<file path="src/rtl/axi4l_mem_initiator_if.sv">
// Bundles the native PicoRV32-style memory port and the AXI4-lite initiator bus.
// The master modport is the initiator's view; slave is the requester plus responder view.
interface axi4l_mem_initiator_if;
  logic        mem_valid;
  logic        mem_instr;
  logic [31:0] mem_addr;
  logic [31:0] mem_wdata;
  logic [3:0]  mem_wstrb;
  logic        mem_ready;
  logic [31:0] mem_rdata;

  logic        mem_axi_awvalid;
  logic        mem_axi_awready;
  logic [31:0] mem_axi_awaddr;
  logic [2:0]  mem_axi_awprot;
  logic        mem_axi_wvalid;
  logic        mem_axi_wready;
  logic [31:0] mem_axi_wdata;
  logic [3:0]  mem_axi_wstrb;
  logic        mem_axi_bvalid;
  logic        mem_axi_bready;
  logic        mem_axi_arvalid;
  logic        mem_axi_arready;
  logic [31:0] mem_axi_araddr;
  logic [2:0]  mem_axi_arprot;
  logic        mem_axi_rvalid;
  logic        mem_axi_rready;
  logic [31:0] mem_axi_rdata;

  modport master (
    input  mem_valid, mem_instr, mem_addr, mem_wdata, mem_wstrb,
    output mem_ready, mem_rdata,
    output mem_axi_awvalid, mem_axi_awaddr, mem_axi_awprot,
    input  mem_axi_awready,
    output mem_axi_wvalid, mem_axi_wdata, mem_axi_wstrb,
    input  mem_axi_wready,
    input  mem_axi_bvalid,
    output mem_axi_bready,
    output mem_axi_arvalid, mem_axi_araddr, mem_axi_arprot,
    input  mem_axi_arready,
    input  mem_axi_rvalid, mem_axi_rdata,
    output mem_axi_rready
  );

  modport slave (
    output mem_valid, mem_instr, mem_addr, mem_wdata, mem_wstrb,
    input  mem_ready, mem_rdata,
    input  mem_axi_awvalid, mem_axi_awaddr, mem_axi_awprot,
    output mem_axi_awready,
    input  mem_axi_wvalid, mem_axi_wdata, mem_axi_wstrb,
    output mem_axi_wready,
    output mem_axi_bvalid,
    input  mem_axi_bready,
    input  mem_axi_arvalid, mem_axi_araddr, mem_axi_arprot,
    output mem_axi_arready,
    output mem_axi_rvalid, mem_axi_rdata,
    input  mem_axi_rready
  );
endinterface

</file>
<file path="src/rtl/axi4l_mem_initiator.sv">
// Native valid/ready memory port to single-outstanding AXI4-lite initiator, with an
// optional stall watchdog that aborts a transaction against a hung responder.
module axi4l_mem_initiator #(
  parameter int unsigned TIMEOUT_CYCLES = 1024,
  parameter logic [31:0] ERR_RDATA      = 32'hDEAD_BEEF
) (
  input  logic                         clk,
  input  logic                         resetn,
  axi4l_mem_initiator_if.master        bus,
  output logic                         err_timeout
);
  localparam int unsigned   WDW     = (TIMEOUT_CYCLES > 1) ? $clog2(TIMEOUT_CYCLES + 1) : 1;
  localparam logic [WDW-1:0] WD_LAST = WDW'(TIMEOUT_CYCLES - 32'd1);
  localparam logic [WDW-1:0] WD_MAX  = {WDW{1'b1}};
  localparam bit             WD_EN   = (TIMEOUT_CYCLES != 0);

  typedef enum logic [2:0] {
    IDLE    = 3'd0,
    RD_ADDR = 3'd1,
    RD_DATA = 3'd2,
    WR_REQ  = 3'd3,
    WR_RESP = 3'd4,
    DONE    = 3'd5
  } state_e;

  state_e         state_q, state_d;
  logic           arvalid_q, arvalid_d;
  logic [31:0]    araddr_q, araddr_d;
  logic [2:0]     arprot_q, arprot_d;
  logic           rready_q, rready_d;
  logic           awvalid_q, awvalid_d;
  logic [31:0]    awaddr_q, awaddr_d;
  logic           wvalid_q, wvalid_d;
  logic [31:0]    wdata_q, wdata_d;
  logic [3:0]     wstrb_q, wstrb_d;
  logic           bready_q, bready_d;
  logic           mem_ready_q, mem_ready_d;
  logic [31:0]    mem_rdata_q, mem_rdata_d;
  logic           err_q, err_d;
  logic [WDW-1:0] wdog_q, wdog_d;
  logic           busy_s;
  logic           hs_s;

  // Next-state, registered-output and watchdog logic.
  always_comb begin
    state_d     = state_q;
    arvalid_d   = arvalid_q;
    araddr_d    = araddr_q;
    arprot_d    = arprot_q;
    rready_d    = rready_q;
    awvalid_d   = awvalid_q;
    awaddr_d    = awaddr_q;
    wvalid_d    = wvalid_q;
    wdata_d     = wdata_q;
    wstrb_d     = wstrb_q;
    bready_d    = bready_q;
    mem_ready_d = 1'b0;
    mem_rdata_d = mem_rdata_q;
    err_d       = err_q;
    wdog_d      = wdog_q;
    busy_s      = 1'b0;
    hs_s        = 1'b0;

    case (state_q)
      IDLE: begin
        if (bus.mem_valid) begin
          if (bus.mem_wstrb == 4'b0000) begin
            state_d   = RD_ADDR;
            arvalid_d = 1'b1;
            araddr_d  = bus.mem_addr;
            arprot_d  = {bus.mem_instr, 2'b00};
          end else begin
            state_d   = WR_REQ;
            awvalid_d = 1'b1;
            wvalid_d  = 1'b1;
            awaddr_d  = bus.mem_addr;
            wdata_d   = bus.mem_wdata;
            wstrb_d   = bus.mem_wstrb;
          end
        end else begin
          state_d = IDLE;
        end
      end
      RD_ADDR: begin
        busy_s = 1'b1;
        if (arvalid_q && bus.mem_axi_arready) begin
          hs_s      = 1'b1;
          arvalid_d = 1'b0;
          rready_d  = 1'b1;
          state_d   = RD_DATA;
        end else begin
          state_d = RD_ADDR;
        end
      end
      RD_DATA: begin
        busy_s = 1'b1;
        if (rready_q && bus.mem_axi_rvalid) begin
          hs_s        = 1'b1;
          rready_d    = 1'b0;
          mem_rdata_d = bus.mem_axi_rdata;
          mem_ready_d = 1'b1;
          state_d     = DONE;
        end else begin
          state_d = RD_DATA;
        end
      end
      WR_REQ: begin
        busy_s = 1'b1;
        // AW and W retire independently; B is only accepted once both have gone.
        if (awvalid_q && bus.mem_axi_awready) begin
          hs_s      = 1'b1;
          awvalid_d = 1'b0;
        end else begin
          awvalid_d = awvalid_q;
        end
        if (wvalid_q && bus.mem_axi_wready) begin
          hs_s     = 1'b1;
          wvalid_d = 1'b0;
        end else begin
          wvalid_d = wvalid_q;
        end
        if (!awvalid_d && !wvalid_d) begin
          bready_d = 1'b1;
          state_d  = WR_RESP;
        end else begin
          state_d = WR_REQ;
        end
      end
      WR_RESP: begin
        busy_s = 1'b1;
        if (bready_q && bus.mem_axi_bvalid) begin
          hs_s        = 1'b1;
          bready_d    = 1'b0;
          mem_ready_d = 1'b1;
          state_d     = DONE;
        end else begin
          state_d = WR_RESP;
        end
      end
      DONE: begin
        state_d = IDLE;
      end
      default: begin
        state_d   = IDLE;
        arvalid_d = 1'b0;
        rready_d  = 1'b0;
        awvalid_d = 1'b0;
        wvalid_d  = 1'b0;
        bready_d  = 1'b0;
      end
    endcase

    // The abort deliberately breaks valid stability; it only fires on a dead responder.
    if (!busy_s || hs_s) begin
      wdog_d = {WDW{1'b0}};
    end else if (WD_EN && (wdog_q == WD_LAST)) begin
      wdog_d      = {WDW{1'b0}};
      arvalid_d   = 1'b0;
      rready_d    = 1'b0;
      awvalid_d   = 1'b0;
      wvalid_d    = 1'b0;
      bready_d    = 1'b0;
      err_d       = 1'b1;
      mem_ready_d = 1'b1;
      state_d     = DONE;
      if ((state_q == RD_ADDR) || (state_q == RD_DATA)) begin
        mem_rdata_d = ERR_RDATA;
      end else begin
        mem_rdata_d = mem_rdata_q;
      end
    end else if (wdog_q != WD_MAX) begin
      wdog_d = wdog_q + WDW'(1'b1);
    end else begin
      wdog_d = wdog_q;
    end
  end

  // State and output registers.
  always_ff @(posedge clk or negedge resetn) begin
    if (!resetn) begin
      state_q     <= IDLE;
      arvalid_q   <= 1'b0;
      araddr_q    <= 32'h0000_0000;
      arprot_q    <= 3'b000;
      rready_q    <= 1'b0;
      awvalid_q   <= 1'b0;
      awaddr_q    <= 32'h0000_0000;
      wvalid_q    <= 1'b0;
      wdata_q     <= 32'h0000_0000;
      wstrb_q     <= 4'b0000;
      bready_q    <= 1'b0;
      mem_ready_q <= 1'b0;
      mem_rdata_q <= 32'h0000_0000;
      err_q       <= 1'b0;
      wdog_q      <= {WDW{1'b0}};
    end else begin
      state_q     <= state_d;
      arvalid_q   <= arvalid_d;
      araddr_q    <= araddr_d;
      arprot_q    <= arprot_d;
      rready_q    <= rready_d;
      awvalid_q   <= awvalid_d;
      awaddr_q    <= awaddr_d;
      wvalid_q    <= wvalid_d;
      wdata_q     <= wdata_d;
      wstrb_q     <= wstrb_d;
      bready_q    <= bready_d;
      mem_ready_q <= mem_ready_d;
      mem_rdata_q <= mem_rdata_d;
      err_q       <= err_d;
      wdog_q      <= wdog_d;
    end
  end

  assign bus.mem_ready       = mem_ready_q;
  assign bus.mem_rdata       = mem_rdata_q;
  assign bus.mem_axi_arvalid = arvalid_q;
  assign bus.mem_axi_araddr  = araddr_q;
  assign bus.mem_axi_arprot  = arprot_q;
  assign bus.mem_axi_rready  = rready_q;
  assign bus.mem_axi_awvalid = awvalid_q;
  assign bus.mem_axi_awaddr  = awaddr_q;
  assign bus.mem_axi_awprot  = 3'b000;
  assign bus.mem_axi_wvalid  = wvalid_q;
  assign bus.mem_axi_wdata   = wdata_q;
  assign bus.mem_axi_wstrb   = wstrb_q;
  assign bus.mem_axi_bready  = bready_q;
  assign err_timeout         = err_q;
endmodule

</file>
<file path="src/flat_wrapper.sv">
// flat-port wrapper written by rule: the top's interface ports become plain ports
module axi4l_mem_initiator_flat 
#(
  parameter int unsigned TIMEOUT_CYCLES = 1024,
  parameter logic [31:0] ERR_RDATA      = 32'hDEAD_BEEF
)
  (clk, resetn, err_timeout, bus_mem_valid, bus_mem_instr, bus_mem_addr, bus_mem_wdata, bus_mem_wstrb, bus_mem_ready, bus_mem_rdata, bus_mem_axi_awvalid, bus_mem_axi_awaddr, bus_mem_axi_awprot, bus_mem_axi_awready, bus_mem_axi_wvalid, bus_mem_axi_wdata, bus_mem_axi_wstrb, bus_mem_axi_wready, bus_mem_axi_bvalid, bus_mem_axi_bready, bus_mem_axi_arvalid, bus_mem_axi_araddr, bus_mem_axi_arprot, bus_mem_axi_arready, bus_mem_axi_rvalid, bus_mem_axi_rdata, bus_mem_axi_rready);
  axi4l_mem_initiator_if bus_i ();
  input  logic clk;
  input  logic resetn;
  output logic err_timeout;
  input wire logic [$bits(bus_i.mem_valid)-1:0] bus_mem_valid;
  input wire logic [$bits(bus_i.mem_instr)-1:0] bus_mem_instr;
  input wire logic [$bits(bus_i.mem_addr)-1:0] bus_mem_addr;
  input wire logic [$bits(bus_i.mem_wdata)-1:0] bus_mem_wdata;
  input wire logic [$bits(bus_i.mem_wstrb)-1:0] bus_mem_wstrb;
  output wire logic [$bits(bus_i.mem_ready)-1:0] bus_mem_ready;
  output wire logic [$bits(bus_i.mem_rdata)-1:0] bus_mem_rdata;
  output wire logic [$bits(bus_i.mem_axi_awvalid)-1:0] bus_mem_axi_awvalid;
  output wire logic [$bits(bus_i.mem_axi_awaddr)-1:0] bus_mem_axi_awaddr;
  output wire logic [$bits(bus_i.mem_axi_awprot)-1:0] bus_mem_axi_awprot;
  input wire logic [$bits(bus_i.mem_axi_awready)-1:0] bus_mem_axi_awready;
  output wire logic [$bits(bus_i.mem_axi_wvalid)-1:0] bus_mem_axi_wvalid;
  output wire logic [$bits(bus_i.mem_axi_wdata)-1:0] bus_mem_axi_wdata;
  output wire logic [$bits(bus_i.mem_axi_wstrb)-1:0] bus_mem_axi_wstrb;
  input wire logic [$bits(bus_i.mem_axi_wready)-1:0] bus_mem_axi_wready;
  input wire logic [$bits(bus_i.mem_axi_bvalid)-1:0] bus_mem_axi_bvalid;
  output wire logic [$bits(bus_i.mem_axi_bready)-1:0] bus_mem_axi_bready;
  output wire logic [$bits(bus_i.mem_axi_arvalid)-1:0] bus_mem_axi_arvalid;
  output wire logic [$bits(bus_i.mem_axi_araddr)-1:0] bus_mem_axi_araddr;
  output wire logic [$bits(bus_i.mem_axi_arprot)-1:0] bus_mem_axi_arprot;
  input wire logic [$bits(bus_i.mem_axi_arready)-1:0] bus_mem_axi_arready;
  input wire logic [$bits(bus_i.mem_axi_rvalid)-1:0] bus_mem_axi_rvalid;
  input wire logic [$bits(bus_i.mem_axi_rdata)-1:0] bus_mem_axi_rdata;
  output wire logic [$bits(bus_i.mem_axi_rready)-1:0] bus_mem_axi_rready;
  assign bus_i.mem_valid = bus_mem_valid;
  assign bus_i.mem_instr = bus_mem_instr;
  assign bus_i.mem_addr = bus_mem_addr;
  assign bus_i.mem_wdata = bus_mem_wdata;
  assign bus_i.mem_wstrb = bus_mem_wstrb;
  assign bus_mem_ready = bus_i.mem_ready;
  assign bus_mem_rdata = bus_i.mem_rdata;
  assign bus_mem_axi_awvalid = bus_i.mem_axi_awvalid;
  assign bus_mem_axi_awaddr = bus_i.mem_axi_awaddr;
  assign bus_mem_axi_awprot = bus_i.mem_axi_awprot;
  assign bus_i.mem_axi_awready = bus_mem_axi_awready;
  assign bus_mem_axi_wvalid = bus_i.mem_axi_wvalid;
  assign bus_mem_axi_wdata = bus_i.mem_axi_wdata;
  assign bus_mem_axi_wstrb = bus_i.mem_axi_wstrb;
  assign bus_i.mem_axi_wready = bus_mem_axi_wready;
  assign bus_i.mem_axi_bvalid = bus_mem_axi_bvalid;
  assign bus_mem_axi_bready = bus_i.mem_axi_bready;
  assign bus_mem_axi_arvalid = bus_i.mem_axi_arvalid;
  assign bus_mem_axi_araddr = bus_i.mem_axi_araddr;
  assign bus_mem_axi_arprot = bus_i.mem_axi_arprot;
  assign bus_i.mem_axi_arready = bus_mem_axi_arready;
  assign bus_i.mem_axi_rvalid = bus_mem_axi_rvalid;
  assign bus_i.mem_axi_rdata = bus_mem_axi_rdata;
  assign bus_mem_axi_rready = bus_i.mem_axi_rready;
  axi4l_mem_initiator #(.TIMEOUT_CYCLES(TIMEOUT_CYCLES), .ERR_RDATA(ERR_RDATA)) u_core (.clk(clk), .resetn(resetn), .bus(bus_i), .err_timeout(err_timeout));
endmodule
</file>
<file path="config.mk">
export PLATFORM = sky130hd
export DESIGN_NAME = axi4l_mem_initiator_flat
export DESIGN_NICKNAME = d
export VERILOG_FILES = /design/src/rtl/axi4l_mem_initiator_if.sv /design/src/rtl/axi4l_mem_initiator.sv /design/src/flat_wrapper.sv
export SDC_FILE = /design/constraint.sdc
export NUM_CORES = 1
export LEC_CHECK = 0
export ABC_AREA = 1
export BUFFER_PORTS_ARGS = -buffer_cell sky130_fd_sc_hd__buf_4
export CORE_AREA = 3 3 169 171
export DETAILED_ROUTE_END_ITERATION = 8
export DIE_AREA = 0 0 172 174
export PLACE_DENSITY = 0.49
export SYNTH_ARGS = -nofsm -noshare
export SYNTH_HDL_FRONTEND = slang
export SYNTH_SLANG_ARGS = --single-unit
</file>
<file path="constraint.sdc">
create_clock -name clk -period 2.2 [get_ports clk]
set_clock_uncertainty 0.05 [all_clocks]
set_input_delay 0.22 -clock clk [delete_from_list [all_inputs] [get_ports clk]]
set_output_delay 0.22 -clock clk [all_outputs]
set_load 0.005 [all_outputs]
</file>
==> metrics.csv <==
metric;value;unit
ys_seq_area_share;57.1;%
antenna_found_initial;0;
fillers;2762;
antenna_cells;0;
io_pins;254;
grt_max_degree;52;
netlist_instances;677;
via_per_inst;4.18;
yosysWarnings;0;
grt_pass1_vias;5933;
ys_types;32;
start_util;25.0;%
max_freq;0.559;GHz
rsz0062_at_grt;false;
die_x;172;µm
netlist_area;0.00675;mm²
die_h;174;µm
placed_cells;1253;
synth_xor_area_share;0.648;%
cts_buffers;17;
h-tree-depth;4;
fin_tns_setup;0;ns
syn_avg_cell_area;9.98;µm²
io_buffers;248;
crit_type;register to register;
ant_nets;0;
cp-start-kind;register;
finalSetupViolations;0;
hpwl;14700;µm
hp-class;primary input to register;
ir_drop;591;µV
root_buffer;clkbuf_16;
leakagePower;0.00552;µW
muxShareOfSynthArea;12.8;%
drc;0;
power.density;1270;mW/mm²
vias;5643;
stdcell_count;1350;
wl_per_cell;15.3;µm
path_clk_slew;0.06;ns
outcome;complete, no violations;
dr.first_iter.drc_count;280;
cts_resized;0;
hold_ws;0.0265;ns
worst-path-max-fanout;24;
timing.final.hold_violations;0;
cp_data_required_time;2.45;ns
placement.cell_area;0.00902;mm²
cts_tree;built;
fin_area;0.0103;mm²
finalNetCount;1107;
synth_top_family_by_area;simple AND/OR/NAND/NOR gates;
cts.sinks;154;
first_pass_iters;4;
place_congestion;0.761;
period_share;81.3;%
final_util;38.2;%
synth_fa_ha_area_share;0.185;%
synth-simple-area-share;19.6;%
cts_setup_buffers;0;
grt_util_all_layers;14.1;%
clock_path_buffers;2;
grt_overflow;0;
area_growth;52.9;%
drive_gt1_share;37.1;%
maxCapViolations;0;
grt_pass1_wl;33200;µm
wl;20700;µm
synth-compound-area-share;4.56;%
critPathArrivalTime;2.04;ns
clkLatencyLatePin;0.42;ns
ys_ff_latch;154;
dieArea;0.0299;mm²
fp.coreArea;0.0270;mm²
endpoint_kind;register;
min_period;1.79;ns
slew_viol_final;0;
num_rows;60;
[layer usage]
| metal | vias up | track usage (%) | wire length, µm |
|---|---|---|---|
| met4 | 0 | 3.86 | 282 |
| met2 | 133 | 23.7 | 10200 |
| li1 | 2791 | - | - |
| met1 | 2700 | 17.1 | 8670 |
| met3 | 19 | 4.84 | 1470 |
| met5 | - | 0 | 0 |
[logic make-up after synthesis]
kind of cell             Yosys count
AO/OA/AOI/OAI                     58
buffers and inverters             65
other                              1
flip-flops                       154
adder cells (fa/ha/maj)            1
AND/OR/NAND/NOR                  329
multiplexers                      64
XOR/XNOR                           5
[power by group]
group	switching (µW)	internal (µW)	leakage (µW)
logic	2070	2940	0.00326
registers	756	4100	0.00195
clock network	1270	2030	0.000309
total	4090	9060	0.00552
[area by class of cell]
cell class                 instances  area (µm²)  area share [%]
clock buffer                      18         429            4.16
clock inverter                    13         216            2.10
inverter                          29         111            1.08
multi-input combinational        462        2580            25.0
sequential                       154        3850            37.3
tap                              341         427            4.13
timing repair buffer             333        2710            26.2
[worst paths after layout]
check / depth (start not counted) / slack (ns) / to / start
max reg2reg: 6 / 0.41 / u_core.bus.mem_axi_awaddr[1] / u_core.state_q[2]
min in group asynchronous: 2 / 0.22 / u_core.bus.mem_axi_araddr[28] / resetn
min: 4 / 0.03 / u_core.bus.mem_axi_rready / bus_mem_axi_rvalid
min reg2reg: 2 / 0.42 / u_core.err_timeout / u_core.err_timeout
max in group asynchronous: 3 / 1.21 / u_core.bus.mem_axi_wdata[14] / resetn
max: 6 / 0.41 / u_core.bus.mem_axi_awaddr[1] / u_core.state_q[2]
[flip-flops by register name, indices dropped and copies added, names as in the netlist]
signal and flops:
u_core.bus.mem_axi_araddr 32, u_core.bus.mem_axi_awaddr 32, u_core.bus.mem_axi_wdata 32, u_core.bus.mem_rdata 32
u_core.wdog_q 11, u_core.bus.mem_axi_wstrb 4, u_core.state_q 3, u_core.bus.mem_axi_arprot 1
u_core.bus.mem_axi_arvalid 1, u_core.bus.mem_axi_awvalid 1, u_core.bus.mem_axi_bready 1, u_core.bus.mem_axi_rready 1
u_core.bus.mem_axi_wvalid 1, u_core.bus.mem_ready 1, u_core.err_timeout 1
[critical path, stage by stage, from the launching register on]
cell and delay [ns]:
dfrtp_1 0.53, inv_4 0.11, nand2_1 0.11, nor2_2 0.06, nand2_4 0.06, buf_4 0.36
mux2_2 0.39
[layout by cell type (no fill, tap or decap), types with 2 or more instances in the layout]
master and instances:
mux2_2 25, inv_1 27, o31ai_1 2, clkbuf_16 17
dfrtp_1 154, bufinv_16 5, nor2_1 18, nand3_1 23
dlygate4sd3_1 66, buf_12 3, buf_4 263, clkinv_4 2
o21ai_0 40, xor2_1 4, nor3_1 2, nor2_2 5
clkinvlp_4 2, a21oi_1 12, nand2_1 273, mux2_4 39
conb_1 5, inv_6 2, nand4_1 2
[synthesized netlist by cell type]
cell type / number / area share, %
nor2_2: 5 / 0.46
inv_1: 27 / 1.5
nor2_1: 18 / 1.0
conb_1: 1 / 0.056
buf_6: 7 / 1.2
nor2_4: 1 / 0.17
o21bai_1: 1 / 0.11
xor2_1: 4 / 0.52
nand3b_1: 1 / 0.11
nand4_2: 1 / 0.19
nand3_4: 1 / 0.26
buf_4: 7 / 0.78
a21oi_1: 12 / 0.89
nand2_1: 274 / 15
buf_2: 13 / 0.96
xnor2_1: 1 / 0.13
o2111ai_1: 1 / 0.13
nand4_1: 2 / 0.19
ha_1: 1 / 0.19
nand3_2: 1 / 0.15
inv_2: 1 / 0.056
inv_4: 1 / 0.093
nor3_1: 2 / 0.15
o21ai_0: 40 / 3.0
dfrtp_1: 154 / 57
o31ai_1: 2 / 0.22
o21ai_2: 1 / 0.13
o211ai_1: 1 / 0.11
mux2_2: 25 / 4.2
mux2_4: 39 / 8.7
clkbuf_1: 9 / 0.50
nand3_1: 23 / 1.7
[through the flow]
step                setup WS (ns)  power [µW]
floorplan                   0.599        7070
global placement            0.362        9850
detailed placement          0.338        9910
CTS                         0.386       13400
global route                0.183       14100
finish                      0.411       13200
[timing repair]
action	CTS	global route
setup endpoints to repair	0	0
hold buffers	66	0
endpoints found under the hold margin	128	0
Note: power is estimated with default switching activity, not from simulation.
